$ cat config.mk
export PLATFORM = sky130hd
export DESIGN_NAME = flex_counter_mc
export DESIGN_NICKNAME = d
export VERILOG_FILES = /design/src/rtl/flex_counter_pkg.sv /design/src/rtl/flex_counter_ch.sv /design/src/rtl/flex_counter_mc.sv
export SDC_FILE = /design/constraint.sdc
export NUM_CORES = 1
export LEC_CHECK = 0
export ABC_CLOCK_PERIOD_IN_PS = 4260
export CAP_MARGIN = 20
export CORE_MARGIN = 8
export CORE_UTILIZATION = 45
export CTS_CLUSTER_SIZE = 8
export DETAILED_ROUTE_END_ITERATION = 12
export MAX_ROUTING_LAYER = met4
export PLACE_DENSITY = 0.76
export SYNTH_ARGS = -nofsm -noshare
export SYNTH_HDL_FRONTEND = slang
export SYNTH_SLANG_ARGS = --single-unit
$ cat constraint.sdc
create_clock -name clk -period 4.26 [get_ports clk]
set_clock_uncertainty 0.1 [all_clocks]
set_input_delay 0.852 -clock clk [delete_from_list [all_inputs] [get_ports clk]]
set_output_delay 0.852 -clock clk [all_outputs]
set_load 0.01 [all_outputs]
$ cat src/rtl/flex_counter_pkg.sv
// Shared types and constants for the multi-channel flex counter.
// Mode encoding: bit0 selects direction, bit1 selects one-shot.
package flex_counter_pkg;

   typedef enum logic [1:0] {
      UP_WRAP      = 2'b00,
      DOWN_WRAP    = 2'b01,
      UP_ONESHOT   = 2'b10,
      DOWN_ONESHOT = 2'b11
   } mode_t;

   localparam int MODE_W      = 2;
   localparam int DIR_BIT     = 0;
   localparam int ONESHOT_BIT = 1;

endpackage

$ cat src/rtl/flex_counter_ch.sv
// One flex counter channel: up/down, wrap/one-shot, load and clear.
// All outputs come straight from flops.
module flex_counter_ch
   import flex_counter_pkg::*;
#(
   parameter int NUM_CNT_BITS = 8
) (
   input  logic                    clk,
   input  logic                    n_rst,
   input  logic                    clear,
   input  logic                    load,
   input  logic                    count_enable,
   input  logic [MODE_W-1:0]       mode,
   input  logic [NUM_CNT_BITS-1:0] rollover_val,
   input  logic [NUM_CNT_BITS-1:0] load_val,
   output logic [NUM_CNT_BITS-1:0] count_out,
   output logic                    rollover_flag,
   output logic                    wrap_pulse
);

   localparam logic [NUM_CNT_BITS-1:0] ONE = {{(NUM_CNT_BITS-1){1'b0}}, 1'b1};

   logic                    dir_down;
   logic                    one_shot;
   logic                    stopped;
   logic                    step_wrap;
   logic [NUM_CNT_BITS-1:0] term;
   logic [NUM_CNT_BITS-1:0] step_cnt;

   always_comb begin
      dir_down  = mode[DIR_BIT];
      one_shot  = mode[ONESHOT_BIT];
      term      = dir_down ? '0 : rollover_val;
      stopped   = one_shot && rollover_flag && (count_out == term);
      step_cnt  = count_out;
      step_wrap = 1'b0;
      // R of zero pins the count at zero; not treated as a wrap
      if (rollover_val == '0) begin
         step_cnt = '0;
      end else if (!dir_down) begin
         if (count_out < rollover_val) begin
            step_cnt = count_out + ONE;
         end else begin
            step_cnt  = ONE;
            step_wrap = 1'b1;
         end
      end else begin
         if (count_out != '0) begin
            step_cnt = count_out - ONE;
         end else begin
            step_cnt  = rollover_val;
            step_wrap = 1'b1;
         end
      end
   end

   always_ff @(posedge clk or negedge n_rst) begin
      if (!n_rst) begin
         count_out     <= '0;
         rollover_flag <= 1'b0;
         wrap_pulse    <= 1'b0;
      end else begin
         wrap_pulse <= 1'b0;
         if (clear) begin
            count_out     <= '0;
            rollover_flag <= 1'b0;
         end else if (load) begin
            count_out     <= load_val;
            rollover_flag <= (load_val == term);
         end else if (count_enable && !stopped) begin
            count_out     <= step_cnt;
            rollover_flag <= (step_cnt == term);
            wrap_pulse    <= step_wrap && !one_shot;
         end
      end
   end

endmodule

$ cat src/rtl/flex_counter_mc.sv
// NUM_CH independent flex counter channels behind packed vector ports.
// Channel i owns slice [i*NUM_CNT_BITS +: NUM_CNT_BITS] and bit [i].
module flex_counter_mc
   import flex_counter_pkg::*;
#(
   parameter int NUM_CNT_BITS = 8,
   parameter int NUM_CH       = 4
) (
   input  logic                           clk,
   input  logic                           n_rst,
   input  logic [NUM_CH-1:0]              clear,
   input  logic [NUM_CH-1:0]              load,
   input  logic [NUM_CH-1:0]              count_enable,
   input  logic [MODE_W*NUM_CH-1:0]       mode,
   input  logic [NUM_CH*NUM_CNT_BITS-1:0] rollover_val,
   input  logic [NUM_CH*NUM_CNT_BITS-1:0] load_val,
   output logic [NUM_CH*NUM_CNT_BITS-1:0] count_out,
   output logic [NUM_CH-1:0]              rollover_flag,
   output logic [NUM_CH-1:0]              wrap_pulse
);

   for (genvar i = 0; i < NUM_CH; i++) begin : g_ch
      flex_counter_ch #(
         .NUM_CNT_BITS(NUM_CNT_BITS)
      ) u_ch (
         .clk          (clk),
         .n_rst        (n_rst),
         .clear        (clear[i]),
         .load         (load[i]),
         .count_enable (count_enable[i]),
         .mode         (mode[i*MODE_W +: MODE_W]),
         .rollover_val (rollover_val[i*NUM_CNT_BITS +: NUM_CNT_BITS]),
         .load_val     (load_val[i*NUM_CNT_BITS +: NUM_CNT_BITS]),
         .count_out    (count_out[i*NUM_CNT_BITS +: NUM_CNT_BITS]),
         .rollover_flag(rollover_flag[i]),
         .wrap_pulse   (wrap_pulse[i])
      );
   end

endmodule

==> flow_summary.ini <==
[timing]
hold_viol_final = 0
setup_viol = 0
fin_crit_ns = 3.81
report.final.slew_viol_count = 0
tns_ns = 0
fmax_ghz = 0.262
max_slew.worst_pin.slew_ns = 0.989
rsz0062_at_grt = false
period_share = 0.895
relSlewSlack = 0.341

[yosys]
synth_fa_ha_area_frac = 0.0768
syn_area_mm2 = 0.00651
synth_simple_gate_area_share = 0.279
postSynthCellCount = 895
ys_seq_area_frac = 0.154
syn_area_per_cell_um2 = 7.28
synthFlopType = dfrtp_1
synth_xor_area_frac = 0.0363
synth_top_family_by_area = compound AO/OA/AOI/OAI gates
synth_warnings = 0
synth_cell_types = 92
synthesis.nets = 1021
synth_compound_area_frac = 0.343
ys_seq_elements = 40
muxShareOfSynthArea = 0.0273
synth-edff-count = 0
async_flop_share = 1.00

[clock_network]
cts.sinks = 40
clk_pin_slew_ns = 0.06
cts_resized = 0
ctsHtreeMaxLevel = 2
cts_buffers = 5
tritoncts = built
cts_hold_buffers = 0
clk-insertion-delay-late_ns = 0.28
clockRootBuffer = clkbuf_16
post_cts_buffers = 0
cts_buffer_depth = 2

[min_path]
hold_depth = 1
min_path_type = reg2reg

[floorplan]
die_height_um = 136
die-area_mm2 = 0.0186
io_pins = 126
core-area_mm2 = 0.0143
initial_core_util = 0.455
die-width_um = 136
rows = 44

[power_and_ir_drop]
pwr_density_cell_mw_per_mm2 = 241
p_leak_nw = 3.27
ir_worst_vdd_mv = 0.141

[setup_path]
end_kind = flop
cp_max_fo = 5
cp_cell_sequence = clkdlybuf4s50_1 -> inv_1 -> ha_1 -> and4_1 -> and2_1 -> a221o_1 -> a21oi_1 -> buf_4 -> nor3_1 -> a2111oi_0 -> o211ai_1 -> o32ai_1
cpLargestDelayFamily = compound AO/OA/AOI/OAI gates
cp-start-kind = primary input
path_class = in2reg
slowest_stage = clkdlybuf4s50_1
crit_buf_inv = 3
rr_worst_depth = 11
cp.depth = 12
crit_required_ns = 4.35
arrival_ns = 3.90
max_stage_delay_ns = 0.59

[detailed_routing]
drc = 0
drtAntennaViolNets = 0
wl_per_cell_um = 20.2
drt-total-wl_um = 24100
drt_pre_antenna_iters = 6
route.vias.total = 7788
viasPerCell = 6.54
drtIter0Drc = 915

[layout]
antennaDiodeCount = 0
layout_commonest_cell = clkdlybuf4s50_1
nets = 1132
area_growth_pct = 25.8
final_util = 0.572
mostFrequentLayoutCells = 124 x clkdlybuf4s50_1, 79 x nand2_1, 67 x nor2_1, 62 x inv_1, 54 x a21oi_1
drive_gt1_frac = 0.0785

[placement]
place_congestion = 0.991
portBuffers = 125
hpwl_um = 18400

[global_route]
grt_pass1_vias = 7310
gr-total-overflow = 0
grt_max_degree = 41
antenna_found_initial = 0
grtUsageTotal = 0.260
grt_first_pass_wirelength_um = 38300

[run]
maxCapViolCount = 0

[status]
status = finished clean
[kinds of logic (layout without fill, tap and decap cells)]
| family | count (synthesis) | after routing |
|---|---|---|
| AO/OA/AOI/OAI | 309 | 309 |
| XOR/XNOR | 27 | 27 |
| adder cells (fa/ha/maj) | 40 | 40 |
| buffers and inverters | 128 | 240 |
| flip-flops | 40 | 40 |
| multiplexers | 17 | 17 |
| AND/OR/NAND/NOR | 334 | 334 |
[registers in the layout (all words and copies together) (netlist names)]
register,cells
g_ch.u_ch.wrap_pulse,4
g_ch.u_ch.rollover_flag,4
g_ch.u_ch.count_out,32
[cell usage after synthesis, drive strengths merged, types with 7 or more instances]
cell type  instances  share of area
nand3             20          0.015
a311oi            10          0.013
nor2              67          0.039
ha                40          0.077
o21a              11          0.013
o32ai             10          0.013
clkbuf            50          0.029
dfrtp             40           0.15
buf               14          0.017
a221oi            12          0.021
nand2b            20          0.019
nor4              16          0.019
o211ai            13          0.015
or3               13          0.013
nor3              20          0.015
and2               9         0.0086
and3              11          0.011
a211oi            13          0.016
nand4             13          0.012
a32oi             10          0.013
a41oi              8          0.011
or2                7         0.0067
nor3b              8         0.0092
nor2b             11          0.011
nor4bb             9          0.014
a31oi             18          0.017
o21ai             56          0.043
and4               9          0.012
xnor2             23          0.031
a21oi             54          0.041
o31ai             15          0.017
nand2             79          0.046
inv               64          0.037
mux2i             11          0.017
[power breakdown]
group          leakage, nW  switching, mW  total [mW]  internal, mW
clock               0.0798          0.157       0.432         0.275
combinational         2.66          0.538        1.02         0.479
sequential           0.530          0.116       0.525         0.409
[metal layers]
metal	global-route usage	vias to the layer above	wire, um
met2	0.404	441	11000
li1	-	3649	-
met1	0.346	3636	10600
met3	0.0244	62	1930
met5	-	-	0
met4	0.0872	0	610
[final timing paths]
kind,slack [ns],endpoint,from
min in group asynchronous,0.63,g_ch[3].u_ch.count_out[2],n_rst
min,0.44,g_ch[2].u_ch.rollover_flag,g_ch[2].u_ch.rollover_flag
max,0.45,g_ch[3].u_ch.rollover_flag,rollover_val[31]
min reg2reg,0.44,g_ch[2].u_ch.rollover_flag,g_ch[2].u_ch.rollover_flag
max reg2reg,0.98,g_ch[3].u_ch.rollover_flag,g_ch[3].u_ch.count_out[1]
max in group asynchronous,2.81,g_ch[1].u_ch.count_out[1],n_rst
[metrics by stage]
step	power, mW	cells	area (um2)	hold WS (ns)	setup WS [ns]
finish	1.97	1191	8190	0.441	0.448
global route	2.10	1191	8190	0.462	0.106
CTS	1.97	1191	8190	0.438	0.481
detailed placement	1.52	1183	8030	0.426	0.185
global placement	1.52	1183	8030	0.410	0.207
floorplan	1.13	895	6520	0.379	0.687
[layout make-up]
| class | count | area [um2] |
|---|---|---|
| repair buffers | 168 | 1580 |
| fillers | 1385 | 6120 |
| well taps | 184 | 230 |
| inverters | 64 | 240 |
| multi-input cells | 727 | 4970 |
| clock inverters | 3 | 42.5 |
| clock buffers | 5 | 125 |
| flip-flops and latches | 40 | 1000 |
Note: power is estimated with default switching activity, not from simulation.
